===== config.mk =====
export PLATFORM = sky130hd
export DESIGN_NAME = pc_stack_unit
export DESIGN_NICKNAME = d
export VERILOG_FILES = /design/src/rtl/pc_stack_unit.sv
export SDC_FILE = /design/constraint.sdc
export NUM_CORES = 1
export LEC_CHECK = 0
export ABC_CLOCK_PERIOD_IN_PS = 3300
export CORE_MARGIN = 2
export CORE_UTILIZATION = 52
export DETAILED_ROUTE_END_ITERATION = 10
export GPL_TIMING_DRIVEN = 0
export PLACE_DENSITY = 0.72
export SYNTH_ARGS = -nofsm -noshare
export SYNTH_HDL_FRONTEND = slang
export SYNTH_SLANG_ARGS = --single-unit

===== constraint.sdc =====
create_clock -name clk -period 3.3 [get_ports clk]
set_clock_uncertainty 0.05 [all_clocks]
set_input_delay 0.825 -clock clk [delete_from_list [all_inputs] [get_ports clk]]
set_output_delay 0.825 -clock clk [all_outputs]
set_load 0.02 [all_outputs]

===== src/rtl/pc_stack_unit.sv =====
// pc_stack_unit: program counter and return-address stage of the Gumnut core.
// Registers the fetch address and applies the control unit's PC operation code.
// Holds a circular return-address stack of STACK_DEPTH entries.
// Holds a single-level interrupt save register for the PC and the Z/C flags.
// Optional macro PC_STACK_ERR_EN builds the sticky stack overflow/underflow flags.
// Without that macro, both flags are tied low and err_clr_i is ignored.
module pc_stack_unit #(
  parameter int              PC_W         = 12,
  parameter int              STACK_DEPTH  = 8,
  parameter logic [PC_W-1:0] RESET_VECTOR = '0,
  parameter logic [PC_W-1:0] INT_VECTOR   = PC_W'(1)
) (
  input  logic            clk,
  input  logic            rst,
  input  logic            pc_en_i,
  input  logic [3:0]      pc_oper_i,
  input  logic            jsb_i,
  input  logic            ret_i,
  input  logic            reti_i,
  input  logic            int_i,
  input  logic [7:0]      disp_i,
  input  logic [PC_W-1:0] addr_i,
  input  logic            zero_i,
  input  logic            carry_i,
  output logic [PC_W-1:0] pc_o,
  output logic            int_active_o,
  output logic            restore_o,
  output logic            int_z_o,
  output logic            int_c_o,
  output logic            stack_ovf_o,
  output logic            stack_unf_o,
  input  logic            err_clr_i
);

  localparam int SP_W  = $clog2(STACK_DEPTH);
  localparam int CNT_W = SP_W + 1;
  localparam logic [CNT_W-1:0] CNT_FULL = CNT_W'(STACK_DEPTH);

  localparam logic [3:0] OP_INC  = 4'h0;
  localparam logic [3:0] OP_INT  = 4'h1;
  localparam logic [3:0] OP_JMP  = 4'h8;
  localparam logic [3:0] OP_RET  = 4'hA;
  localparam logic [3:0] OP_RETI = 4'hC;

  logic [PC_W-1:0]  pc_q, pc_nxt, pc_inc, disp_ext;
  logic [PC_W-1:0]  int_pc_q;
  logic             int_z_q, int_c_q, int_active_q, restore_q;
  logic [SP_W-1:0]  sp_q, sp_dec;
  logic [CNT_W-1:0] cnt_q;
  logic [PC_W-1:0]  stack_q [STACK_DEPTH];
  logic             br_taken, push, pop, int_entry, reti;
  logic             stack_full, stack_empty;

  // The ret/reti/int strobes only duplicate information already in pc_oper_i.
  // The operation code alone drives the decode, so these strobes are left unconnected.
  logic unused_xchk;
  assign unused_xchk = ^{ret_i, reti_i, int_i};

  assign pc_inc      = pc_q + PC_W'(1);
  assign disp_ext    = {{(PC_W-8){disp_i[7]}}, disp_i};
  assign sp_dec      = sp_q - SP_W'(1);
  assign stack_full  = (cnt_q == CNT_FULL);
  assign stack_empty = (cnt_q == '0);

  // Branch condition select from the low two bits of the operation code
  always_comb begin
    // NOTE: every combinational output gets a default first, so no path can infer a latch.
    br_taken = 1'b0;
    case (pc_oper_i[1:0])
      2'd0: br_taken = zero_i;
      2'd1: br_taken = ~zero_i;
      2'd2: br_taken = carry_i;
      2'd3: br_taken = ~carry_i;
      default: br_taken = 1'b0;
    endcase
  end

  // Decode the PC operation into the next PC and the stack/interrupt strobes
  always_comb begin
    pc_nxt    = pc_q;
    push      = 1'b0;
    pop       = 1'b0;
    int_entry = 1'b0;
    reti      = 1'b0;
    if (pc_en_i) begin
      case (pc_oper_i)
        OP_INC:  pc_nxt = pc_inc;
        OP_INT: begin
          pc_nxt    = INT_VECTOR;
          int_entry = 1'b1;
        end
        4'h4, 4'h5, 4'h6, 4'h7:
          pc_nxt = br_taken ? (pc_inc + disp_ext) : pc_inc;
        OP_JMP: begin
          pc_nxt = addr_i;
          push   = jsb_i;
        end
        OP_RET: begin
          pc_nxt = stack_q[sp_dec];
          pop    = 1'b1;
        end
        OP_RETI: begin
          pc_nxt = int_pc_q;
          reti   = 1'b1;
        end
        default: pc_nxt = pc_q;
      endcase
    end
  end

  // PC, interrupt save register, flag restore pulse, stack pointer and fill count
  always_ff @(posedge clk or negedge rst) begin
    if (!rst) begin
      pc_q         <= RESET_VECTOR;
      int_pc_q     <= '0;
      int_z_q      <= 1'b0;
      int_c_q      <= 1'b0;
      int_active_q <= 1'b0;
      restore_q    <= 1'b0;
      sp_q         <= '0;
      cnt_q        <= '0;
    end else begin
      // NOTE: sequential state uses non-blocking assignments, so every register samples pre-edge values.
      pc_q      <= pc_nxt;
      restore_q <= reti;
      if (int_entry) begin
        int_pc_q     <= pc_q;
        int_z_q      <= zero_i;
        int_c_q      <= carry_i;
        int_active_q <= 1'b1;
      end else if (reti) begin
        int_active_q <= 1'b0;
      end
      if (push) begin
        sp_q <= sp_q + SP_W'(1);
        if (!stack_full) cnt_q <= cnt_q + CNT_W'(1);
      end else if (pop) begin
        sp_q <= sp_dec;
        if (!stack_empty) cnt_q <= cnt_q - CNT_W'(1);
      end
    end
  end

  // Return-address storage: a push writes the slot at the current stack pointer
  always_ff @(posedge clk or negedge rst) begin
    if (!rst) begin
      // NOTE: the stack is a flop array with a defined reset value, because a pop right after reset must return zero.
      for (int i = 0; i < STACK_DEPTH; i++) stack_q[i] <= '0;
    end else if (push) begin
      stack_q[sp_q] <= pc_inc;
    end
  end

`ifdef PC_STACK_ERR_EN
  logic ovf_q, unf_q;

  // Sticky error flags: a new error event takes priority over err_clr_i
  always_ff @(posedge clk or negedge rst) begin
    if (!rst) begin
      ovf_q <= 1'b0;
      unf_q <= 1'b0;
    end else begin
      ovf_q <= (push & stack_full)  | (ovf_q & ~err_clr_i);
      unf_q <= (pop  & stack_empty) | (unf_q & ~err_clr_i);
    end
  end

  assign stack_ovf_o = ovf_q;
  assign stack_unf_o = unf_q;
`else
  logic unused_err_clr;
  assign unused_err_clr = err_clr_i;
  assign stack_ovf_o    = 1'b0;
  assign stack_unf_o    = 1'b0;
`endif

  assign pc_o         = pc_q;
  assign int_active_o = int_active_q;
  assign restore_o    = restore_q;
  assign int_z_o      = int_z_q;
  assign int_c_o      = int_c_q;

endmodule

==> out/qor_table.md <==
| Quantity | Value |
|---|---|
| GRT Resource Usage Total | 0.287 |
| Setup repair after global routing missed its margin | no |
| Power, Total | 6.65 mW |
| Overall die height | 117 um |
| Compound-cell area share of the yosys netlist | 0.160 |
| Detailed placer's ending HPWL | 12,700 um |
| Setup-failing EPs final | 0 |
| Buffer depth of the longest clock path | 2 |
| Cells along the critical path | clkbuf_4, and4_1, nand2_1, xor2_4, inv_1, ha_1, a21o_1, nand3_1, a31oi_1, a2111o_1, a311o_1, nand3_1 |
| Buffer cell driving the clock tree root | clkbuf_16 |
| Ratio of final minimum period to clock period | 0.967 |
| Synth unique cells | 58 |
| Synthesized area | 6630 um2 |
| Kind of end point of the critical path | flop |
| Detailed-route wire length per cell | 20.1 um |
| Number of max-slew violations in the final report | 0 |
| Antenna Diode Count | 0 |
| Required arrival time at the worst endpoint | 3600 ps |
| Buffering stage count on the worst path with inverters included | 2 |
| Portion of netlist area occupied by mux cells | 0.126 |
| Port-buffer cells | 44 |
| Pin slew with the least headroom to its limit | 880 ps |
| Clock-pin slew on the worst setup and hold paths | 70 ps |
| Hold Buf Count CTS | 0 |
| Gp weighted congestion | 0.873 |
| Floorplan row count | 41 |
| Core area | 12,500 um2 |
| Final Hold Viols | 0 |
| Number of nets with antenna violations after detailed routing | 0 |
| Inserted Clock Buffers | 17 |
| Drc violations | 0 |
| Post-Place Worst Slack | -528 ps |
| Remaining global-route overflow | 0 |
| First-pass iteration count of the detailed router | 5 |
| Area fraction in and, or, nand and nor cells after synthesis | 0.135 |
| Initial Util | 0.530 |
| Top cells by instance count after synthesis | 127 x dfrtp_1, 99 x a21oi_1, 98 x nor2_1, 54 x nand2_1, 24 x mux4_2 |
| Largest stage delay on the critical path | 440 ps |
| Most frequently used flop master after synthesis | dfrtp_1 |
| FMAX | 0.313 GHz |
| Main combinational cell family by area after synthesis | compound AO/OA/AOI/OAI gates |
| I/O pin total | 52 |
| Top cell type by total area after synthesis | dfrtp_1 |
| Post-synthesis sequential element count | 127 |
| First-pass GRT wire length | 29,100 um |
| Layout-stage area growth over the synthesis result | 22.1% |
| Cell Pwr Density | 821 nW/um2 |
| Die Wd | 117 um |
| Post-synthesis xor/xnor area fraction | 0.0264 |
| Maximum fanout along the worst path | 9 |
| Mean instance size in the synthesized netlist | 10.1 um2 |
| Pin count of the biggest net entering global routing | 104 |
| Ranking of synthesized cells by area | dfrtp_1 48%, mux4_2 8.1%, a21oi_1 7.5% |
| CTS HTree Levels | 4 |
| CP dominant cell by count | nand3_1 |
| Sequential fraction of the synthesis area | 0.479 |
| Number of nets at the end of the flow | 773 |
| Area share of the largest cell type after synthesis | 0.479 |
| Vias in the first global route | 5,522 |
| Routed via count divided by cell count | 6.07 |
| Run status | completed |
| Clock tree from TritonCTS | done |
| Clock latency on the worst-skew pair | 430 ps |
| Leakage | 3.56 nW |
| Number of enable flip-flop cells after synthesis | 0 |
| Arrival time reported for the critical path endpoint | 3490 ps |
| Full die area | 13,700 um2 |
| Async set-reset flop share out of synthesis | 1.00 |
| Crit path time final | 3190 ps |
| Initial detailed-routing violation count | 554 |
| Path category of the worst min-delay check | primary input to async pin |
| Sum Neg Setup Slack | 0 ps |
| Final worst setup slack | 109 ps |
| Ys Warns | 0 |
| Total wirelength of the detailed-routed design | 18,300 um |
| Cell count after synthesis | 656 |
| CTS Sinks | 127 |
| Adder and majority cell fraction of the synthesized area | 0.0332 |
| Crit Path Category | flop to flop |
| Most common cell in the synthesized netlist | dfrtp_1 |
| Core Util, Final | 0.647 |
| Critical-path cell with the highest stage delay | a2111o_1 |
| Worst ir drop on vdd | 0.603 mV |
| Max-capacitance violation count | 0 |
| Critical path's top delay family | compound AO/OA/AOI/OAI gates |
| Relative slew slack | 0.410 |
| Layout cells sized above 1 | 0.178 |
| Crit start category | flop |
| Overall via count from detail_route | 5,506 |
| Initial antenna violation count | 0 |
flip-flops by register name (all words and copies together) (netlist names):
register      flops
restore_o         1
pc_o             12
int_active_o      1
int_c_o           1
stack_q          96
int_z_o           1
int_pc_q         12
sp_q              3
layout by cell type, fill, tap and decap left out, drive strengths merged, types with 24 or more instances in the layout:
| cell | n |
|---|---|
| dfrtp | 127 |
| a21oi | 99 |
| nor2 | 98 |
| nand2 | 54 |
| clkdlybuf4s50 | 43 |
| o21ai | 34 |
| clkbuf | 33 |
| buf | 28 |
| inv | 26 |
| mux4 | 24 |
metrics by stage:
| step | hold WS [ps] | instances | cell area (um2) |
|---|---|---|---|
| global placement | 410 | 873 | 7290 |
| detailed placement | 422 | 874 | 7320 |
| finish | 199 | 907 | 8100 |
| CTS | 208 | 906 | 7990 |
| global route | 209 | 907 | 8100 |
| floorplan | 395 | 657 | 6640 |
final timing paths:
check / startpoint / end / slack [ps] / depth (start not counted)
setup / recovery: pc_o[2]$_DFFE_PN0P_ / pc_o[11]$_DFFE_PN0P_ / 110 / 12
hold / removal: rst / restore_o$_DFF_PN0_ / 200 / 1
setup reg to reg: pc_o[2]$_DFFE_PN0P_ / pc_o[11]$_DFFE_PN0P_ / 110 / 12
hold reg to reg: stack_q[91]$_DFFE_PN0P_ / stack_q[91]$_DFFE_PN0P_ / 440 / 2
max in group asynchronous: rst / stack_q[18]$_DFFE_PN0P_ / 2190 / 2
min in group clk: stack_q[91]$_DFFE_PN0P_ / stack_q[91]$_DFFE_PN0P_ / 440 / 2
layout make-up:
class | instances | area [um2]
clock buffer | 19 | 443
buffer | 37 | 185
timing repair buffer | 48 | 492
clock inverter | 13 | 153
sequential | 127 | 3180
inverter | 20 | 75.1
multi-input combinational | 471 | 3350
fill | 1022 | 4420
tap | 172 | 215
per-layer routing:
layer	share of wire	vias up	track usage
met5	0	-	0
met3	0.058	37	0.0561
li1	-	2489	-
met4	0.021	0	0.111
met1	0.42	2782	0.371
met2	0.50	198	0.482
worst reg2reg max path: stages, from the launching register on:
cell	delay (ps)
dfrtp_1	370
clkbuf_4	210
and4_1	250
nand2_1	160
xor2_4	350
inv_1	130
ha_1	360
a21o_1	200
nand3_1	110
a31oi_1	120
a2111o_1	440
a311o_1	280
nand3_1	90
logic make-up (layout without fill, tap and decap cells):
logic type / Yosys count / in the layout
XOR/XNOR: 20 / 20
adder cells (fa/ha/maj): 17 / 17
flip-flops: 127 / 127
multiplexers: 51 / 51
buffers and inverters: 59 / 137
AO/OA/AOI/OAI: 182 / 182
AND/OR/NAND/NOR: 199 / 199
other: 1 / 2
repair_timing:
action / CTS / global route
setup endpoints to repair: 10 / 6
buffers inserted: 0 / 3
gates resized for setup: 11 / 18
hold endpoints to repair: 0 / 0
pin swaps: 0 / 3
power breakdown:
| group | total (mW) | internal [mW] | switching [mW] | leakage [nW] |
|---|---|---|---|---|
| sequential | 2.29 | 1.96 | 0.330 | 1.67 |
| combinational | 2.46 | 1.07 | 1.39 | 1.60 |
| clock | 1.90 | 1.15 | 0.752 | 0.287 |
Power figures use the tool's default switching activity.
